<file path="config.mk">
export PLATFORM = sky130hd
export DESIGN_NAME = card_draw_arbiter
export DESIGN_NICKNAME = d
export VERILOG_FILES = /design/src/rtl/card_draw_arbiter_pkg.sv /design/src/rtl/card_draw_arbiter_decode.sv /design/src/rtl/card_draw_arbiter.sv
export SDC_FILE = /design/constraint.sdc
export NUM_CORES = 1
export LEC_CHECK = 0
export CAP_MARGIN = 15
export CORE_UTILIZATION = 60
export CTS_CLUSTER_SIZE = 30
export DETAILED_ROUTE_END_ITERATION = 10
export PLACE_DENSITY = 0.76
export SLEW_MARGIN = 20
export SYNTH_ARGS = -nofsm -noshare
export SYNTH_HDL_FRONTEND = slang
export SYNTH_HIERARCHICAL = 1
export SYNTH_SLANG_ARGS = --single-unit
</file>
<file path="constraint.sdc">
create_clock -name clk -period 4.65 [get_ports clk]
set_clock_uncertainty 0.05 [all_clocks]
set_input_delay 1.395 -clock clk [delete_from_list [all_inputs] [get_ports clk]]
set_output_delay 1.395 -clock clk [all_outputs]
set_load 0.05 [all_outputs]
</file>
<file path="src/rtl/card_draw_arbiter_pkg.sv">
// Shared card definitions for the blackjack datapath: the packed card format
// and the deck geometry constants used by the draw arbiter and decoder.
package card_draw_arbiter_pkg;

   localparam int DECK_CARDS = 52;
   localparam int SUIT_CARDS = 13;

   localparam logic [3:0] ACE = 4'd1;

   typedef struct packed {
      logic [1:0] suit;
      logic [3:0] rank;
   } card_t;

endpackage

</file>
<file path="src/rtl/card_draw_arbiter_decode.sv">
// Combinational decode of a deck position 0..51 into {suit, rank}, with
// suit = idx / 13 and rank = (idx % 13) + 1.
module card_index_decode
   import card_draw_arbiter_pkg::*;
(
   input  logic [5:0] idx,
   output card_t      card
);

   logic [1:0] suit;
   logic [5:0] base;
   logic [5:0] offset;

   // Compare against suit boundaries instead of dividing; only four suits exist.
   always_comb begin
      suit = 2'd0;
      base = 6'd0;
      if (idx >= 6'(3 * SUIT_CARDS)) begin
         suit = 2'd3;
         base = 6'(3 * SUIT_CARDS);
      end else if (idx >= 6'(2 * SUIT_CARDS)) begin
         suit = 2'd2;
         base = 6'(2 * SUIT_CARDS);
      end else if (idx >= 6'(SUIT_CARDS)) begin
         suit = 2'd1;
         base = 6'(SUIT_CARDS);
      end
      offset    = idx - base;
      card.suit = suit;
      card.rank = offset[3:0] + ACE;
   end

endmodule

</file>
<file path="src/rtl/card_draw_arbiter.sv">
// Shared card source: dealt-mask deck, free-running LFSR pick with linear
// probing, and round-robin arbitration between dealer and player draws.
module card_draw_arbiter
   import card_draw_arbiter_pkg::*;
#(
   parameter int          DECK_SIZE  = DECK_CARDS,
   parameter int          LOW_THRESH = 15,
   parameter logic [15:0] LFSR_SEED  = 16'hACE1
) (
   input  logic       clk,
   input  logic       reset,
   input  logic       dealer_req,
   input  logic       player_req,
   input  logic       shuffle_req,
   output logic [5:0] card,
   output logic       card_valid,
   output logic       grant_dealer,
   output logic       grant_player,
   output logic       busy,
   output logic [5:0] cards_left,
   output logic       deck_low
);

   typedef enum logic [2:0] {
      S_IDLE,
      S_SHUFFLE,
      S_PICK,
      S_PROBE,
      S_DELIVER
   } arb_state_t;

   arb_state_t state;
   arb_state_t next_state;

   logic [15:0]          lfsr;
   logic [DECK_SIZE-1:0] mask;
   logic [5:0]           idx;
   logic [5:0]           pick_idx;
   logic [5:0]           count;
   logic                 dealer_pend;
   logic                 player_pend;
   logic                 shuffle_pend;
   logic                 last_player;
   logic                 win_player;
   logic                 pick_player;
   logic                 draw_pend;
   logic                 slot_taken;
   logic                 dealer_clr;
   logic                 player_clr;
   card_t                card_reg;
   card_t                decoded;

   assign draw_pend  = dealer_pend | player_pend;
   assign slot_taken = mask[idx];
   assign dealer_clr = (state == S_DELIVER) && !win_player;
   assign player_clr = (state == S_DELIVER) && win_player;

   // Player wins only when alone, or when both wait and the dealer was served last.
   assign pick_player = player_pend && (!dealer_pend || !last_player);

   // Fold the 6-bit random value into the deck range.
   assign pick_idx = (lfsr[5:0] >= 6'(DECK_SIZE)) ? lfsr[5:0] - 6'(DECK_SIZE) : lfsr[5:0];

   card_index_decode u_decode (
      .idx  (idx),
      .card (decoded)
   );

   always_ff @(posedge clk or posedge reset) begin
      if (reset) begin
         state <= S_IDLE;
      end else begin
         state <= next_state;
      end
   end

   // An empty deck forces a shuffle before serving; the pending draw stays latched.
   always_comb begin
      next_state = state;
      case (state)
         S_IDLE: begin
            if (shuffle_pend) begin
               next_state = S_SHUFFLE;
            end else if (draw_pend) begin
               next_state = (count == 6'd0) ? S_SHUFFLE : S_PICK;
            end
         end
         S_SHUFFLE: next_state = S_IDLE;
         S_PICK:    next_state = S_PROBE;
         S_PROBE: begin
            if (!slot_taken) begin
               next_state = S_DELIVER;
            end
         end
         S_DELIVER: next_state = S_IDLE;
         default:   next_state = S_IDLE;
      endcase
   end

   always_comb begin
      card_valid   = (state == S_DELIVER);
      grant_dealer = (state == S_DELIVER) && !win_player;
      grant_player = (state == S_DELIVER) && win_player;
      busy         = (state != S_IDLE);
   end

   assign card       = card_reg;
   assign cards_left = count;
   assign deck_low   = (count < 6'(LOW_THRESH));

   // Galois LFSR, polynomial 0xB400; runs every cycle so request timing adds entropy.
   always_ff @(posedge clk or posedge reset) begin
      if (reset) begin
         lfsr <= LFSR_SEED;
      end else begin
         lfsr <= {1'b0, lfsr[15:1]} ^ ({16{lfsr[0]}} & 16'hB400);
      end
   end

   // A repeat pulse on an already-set flag is dropped; clearing wins over capture.
   always_ff @(posedge clk or posedge reset) begin
      if (reset) begin
         dealer_pend  <= 1'b0;
         player_pend  <= 1'b0;
         shuffle_pend <= 1'b0;
      end else begin
         dealer_pend  <= dealer_clr ? 1'b0 : (dealer_pend | dealer_req);
         player_pend  <= player_clr ? 1'b0 : (player_pend | player_req);
         shuffle_pend <= (state == S_SHUFFLE) ? 1'b0 : (shuffle_pend | shuffle_req);
      end
   end

   always_ff @(posedge clk or posedge reset) begin
      if (reset) begin
         win_player  <= 1'b0;
         last_player <= 1'b1;
      end else begin
         if (state == S_IDLE && next_state == S_PICK) begin
            win_player <= pick_player;
         end
         if (state == S_DELIVER) begin
            last_player <= win_player;
         end
      end
   end

   // Probe walks forward through the deck, wrapping from the last slot to 0.
   always_ff @(posedge clk or posedge reset) begin
      if (reset) begin
         idx <= 6'd0;
      end else if (state == S_PICK) begin
         idx <= pick_idx;
      end else if (state == S_PROBE && slot_taken) begin
         idx <= (idx == 6'(DECK_SIZE - 1)) ? 6'd0 : idx + 6'd1;
      end
   end

   always_ff @(posedge clk or posedge reset) begin
      if (reset) begin
         mask     <= '0;
         count    <= 6'(DECK_SIZE);
         card_reg <= '0;
      end else if (state == S_SHUFFLE) begin
         mask  <= '0;
         count <= 6'(DECK_SIZE);
      end else if (state == S_PROBE && !slot_taken) begin
         mask[idx] <= 1'b1;
         count     <= count - 6'd1;
         card_reg  <= decoded;
      end
   end

endmodule
</file>
==> results.cfg <==
[run_status]
status = complete, no violations

[critical_path]
required_ns = 4.85
worst_path_dominant_cell_family = multiplexers
crit_type = reg -> reg
worstPathBufferInverterCount = 0
slowest_stage = dfrtp_1
path_cells = mux4_1 -> mux2i_1 -> o22a_1 -> nand4_1 -> nor3_4 -> mux2_4
cp-end-kind = flop
max_stage_delay_ns = 1.00
reg2reg_to = card[3]$_DFFE_PP0P_
reg2reg_from = idx[1]$_DFFE_PP0P_
start_kind = flop
reg2reg_slack_ns = 0.98
cp_max_fo = 25
cp.arrival_ns = 3.87
rr_worst_depth = 6

[power]
cellInternalPower_w = 0.001736
p_clk_share_pct = 21.6
p_leak_nw = 2.240
switching_share_pct = 43.47
power_w = 0.003071
combPwrFrac_pct = 41.7
p_per_area_mw_per_mm2 = 593.0
seq_power_share_pct = 36.7
ir_drop_uv = 291.3
switching_power_w = 0.001335

[floorplan]
die_area_sq_mm = 0.008150
start_util_pct = 63.11
die_w_um = 90.28
ioPinCount = 22
row_count = 31
fp.coreArea_sq_mm = 0.007408
die_y_um = 90.28

[timing]
worst_pin_slew_ns = 0.9919
setup_ws_ns = 0.9785
timing.fmax_mhz = 272.4
post-route-period-util_pct = 78.96
finalSetupViolCount = 0
fin_tns_setup_ns = 0
slew-limit-headroom_pct = 33.87
min_period_ns = 3.671
hold_viol_final = 0
drv_slew = 0
rsz0062_at_grt = no

[cells_and_area]
final_net_count = 464
areaGrowthSynthToFinish_pct = 10.76
drive_gt1_share_pct = 13.00
reg_top3 = mask x52, lfsr x16
largest_register = mask
final_cells = 553
antennaDiodeCount = 0
largest_reg_flops = 52

[route]
drt_iter0_drc = 358
drc = 0
vias = 3448
met1_length_um = 4710
wirelength_um = 10160
firstDrtPassIters = 6
wl_per_cell_um = 18.37
postRouteAntennaNets = 0
met2_wirelength_um = 4613
met3WireLength_um = 688
routed.top_layer = met4
vias_per_cell = 6.235

[logic_synthesis]
yosys_warnings = 6
synth_nets = 452
ys_ff_latch = 94
yosysSeqAreaShare_pct = 50.63
synthDistinctLibCells = 62
synth_edf_count = 0
synth_cells = 437
ys_async_sr_fraction_pct = 100.0
synth-main-ff-cell = dfrtp_1
netlist_area_sq_mm = 0.004676
syn-mean-instance-area_sq_um = 10.70

[clock_network]
clock-sinks = 94
hold_buffers = 0
ctsResizeCount = 0
cts.clk_slew.worst_paths_ns = 0.09
insertion_delay_ns = 0.37
tritoncts = yes
cts.path.max_buffers = 2
cts-root-buf = clkbuf_8
numCtsBuffers = 9
cts_setup_buffers = 0
htreeDepth = 3

[global_route]
grt_pass1_vias = 3464
antenna_found_initial = 0
grt_pass1_wl_um = 17680
grt_max_degree = 55
track_usage_pct = 27.56
grt-ovfl-total = 0

[place]
portBuffers = 21
dp.cells = 537
gp_congestion = 0.8870
preCtsSetupSlack_ns = 1.024
hpwl_um = 6721

[worst_hold_path]
hold_end = lfsr[8]$_DFF_PP0_
hold_depth = 0
min-delay-start = lfsr[9]$_DFF_PP0_
min_path_type = reg -> reg

[job]
drv_cap = 0
-- Yosys cell counts (all sizes together), types with 7 or more instances --
master / number / area, sq um
nor2: 25 / 93.84
o31ai: 55 / 412.9
mux2: 12 / 161.4
clkbuf: 10 / 37.54
buf: 14 / 92.58
dfstp: 12 / 315.3
a21oi: 7 / 35.03
nand2: 72 / 270.3
inv: 18 / 67.57
nand3: 12 / 60.06
o21ai: 10 / 50.05
dfrtp: 82 / 2052
ha: 9 / 112.6
mux2i: 16 / 160.2
-- cell families after synthesis --
| group | synth area share, % |
|---|---|
| simple gates | 14.53 |
| compound gates | 17.02 |
| flops | 50.63 |
| buf+inv | 4.228 |
| mux | 9.446 |
| fa+ha+maj | 2.837 |
| xor+xnor | 1.311 |
-- power groups by stage --
stage / sequential [W] / clock (W) / combinational [W]
global route: 0.00116 / 0.000711 / 0.00139
finish: 0.00113 / 0.000665 / 0.00128
CTS: 0.00113 / 0.000676 / 0.00127
global placement: 0.00113 / 0 / 0.00125
floorplan: 0.00116 / 0 / 0.000946
detailed placement: 0.00114 / 0 / 0.00126
-- through the flow --
stage               utilization, %  hold WS (ns)  area (sq um)
global route                 69.90        0.3142          5179
CTS                          69.90        0.3129          5179
global placement             66.49        0.2867          4926
floorplan                        -        0.2812          4676
finish                       69.90        0.3110          5179
detailed placement           66.49        0.2876          4926
-- placed cells by master, fill, tap and decap left out, drive strengths merged, types with 3 or more instances in the layout --
cell	n
mux2	12
dfstp	12
clkdlybuf4s50	21
nor3	6
dfrtp	82
a221oi	3
bufinv	3
nand4	3
o31ai	55
mux4	5
nand2b	4
xor2	4
nor3b	5
o21ai	10
a21oi	7
a31oi	6
inv	19
clkbuf	10
mux2i	16
nor2b	6
nand3	12
ha	9
xnor2	3
buf	4
a31o	3
nor2	25
nand2	72
and3	6
-- worst reg2reg max path: cells and delay by family, from the launching register on --
| kind | cells | cell delay [ns] |
|---|---|---|
| multiplexers | 3 | 1.26 |
| flip-flops | 1 | 1.00 |
| AO/OA/AOI/OAI | 1 | 0.18 |
| AND/OR/NAND/NOR | 2 | 1.09 |
-- worst max-delay path by stage --
stage                                  start                   to  slack (ns)  cells past startpoint
after floorplan                        reset  card[0]$_DFFE_PP0P_        0.78                      1
after global placement    idx[1]$_DFFE_PP0P_  card[4]$_DFFE_PP0P_        1.12                      6
after detailed placement  idx[1]$_DFFE_PP0P_  card[4]$_DFFE_PP0P_        1.02                      6
after CTS                 idx[1]$_DFFE_PP0P_  card[5]$_DFFE_PP0P_        1.04                      6
after global routing      idx[1]$_DFFE_PP0P_  card[3]$_DFFE_PP0P_        0.71                      6
final                     idx[1]$_DFFE_PP0P_  card[3]$_DFFE_PP0P_        0.98                      6
-- area by class of cell --
class | instances | area (sq um)
repair buffers | 25 | 252.7
multi-input cells | 301 | 2113
inverters | 18 | 68.82
clock inverters | 6 | 115.1
flip-flops and latches | 94 | 2367
well taps | 99 | 123.9
clock buffers | 10 | 137.6
fillers | 540 | 2230
-- routing by layer --
layer	track usage [%]	vias up
met2	40.84	130
met5	0	-
met4	10.62	0
li1	-	1616
met3	5.219	11
met1	40.41	1691
Power figures use the tool's default switching activity.
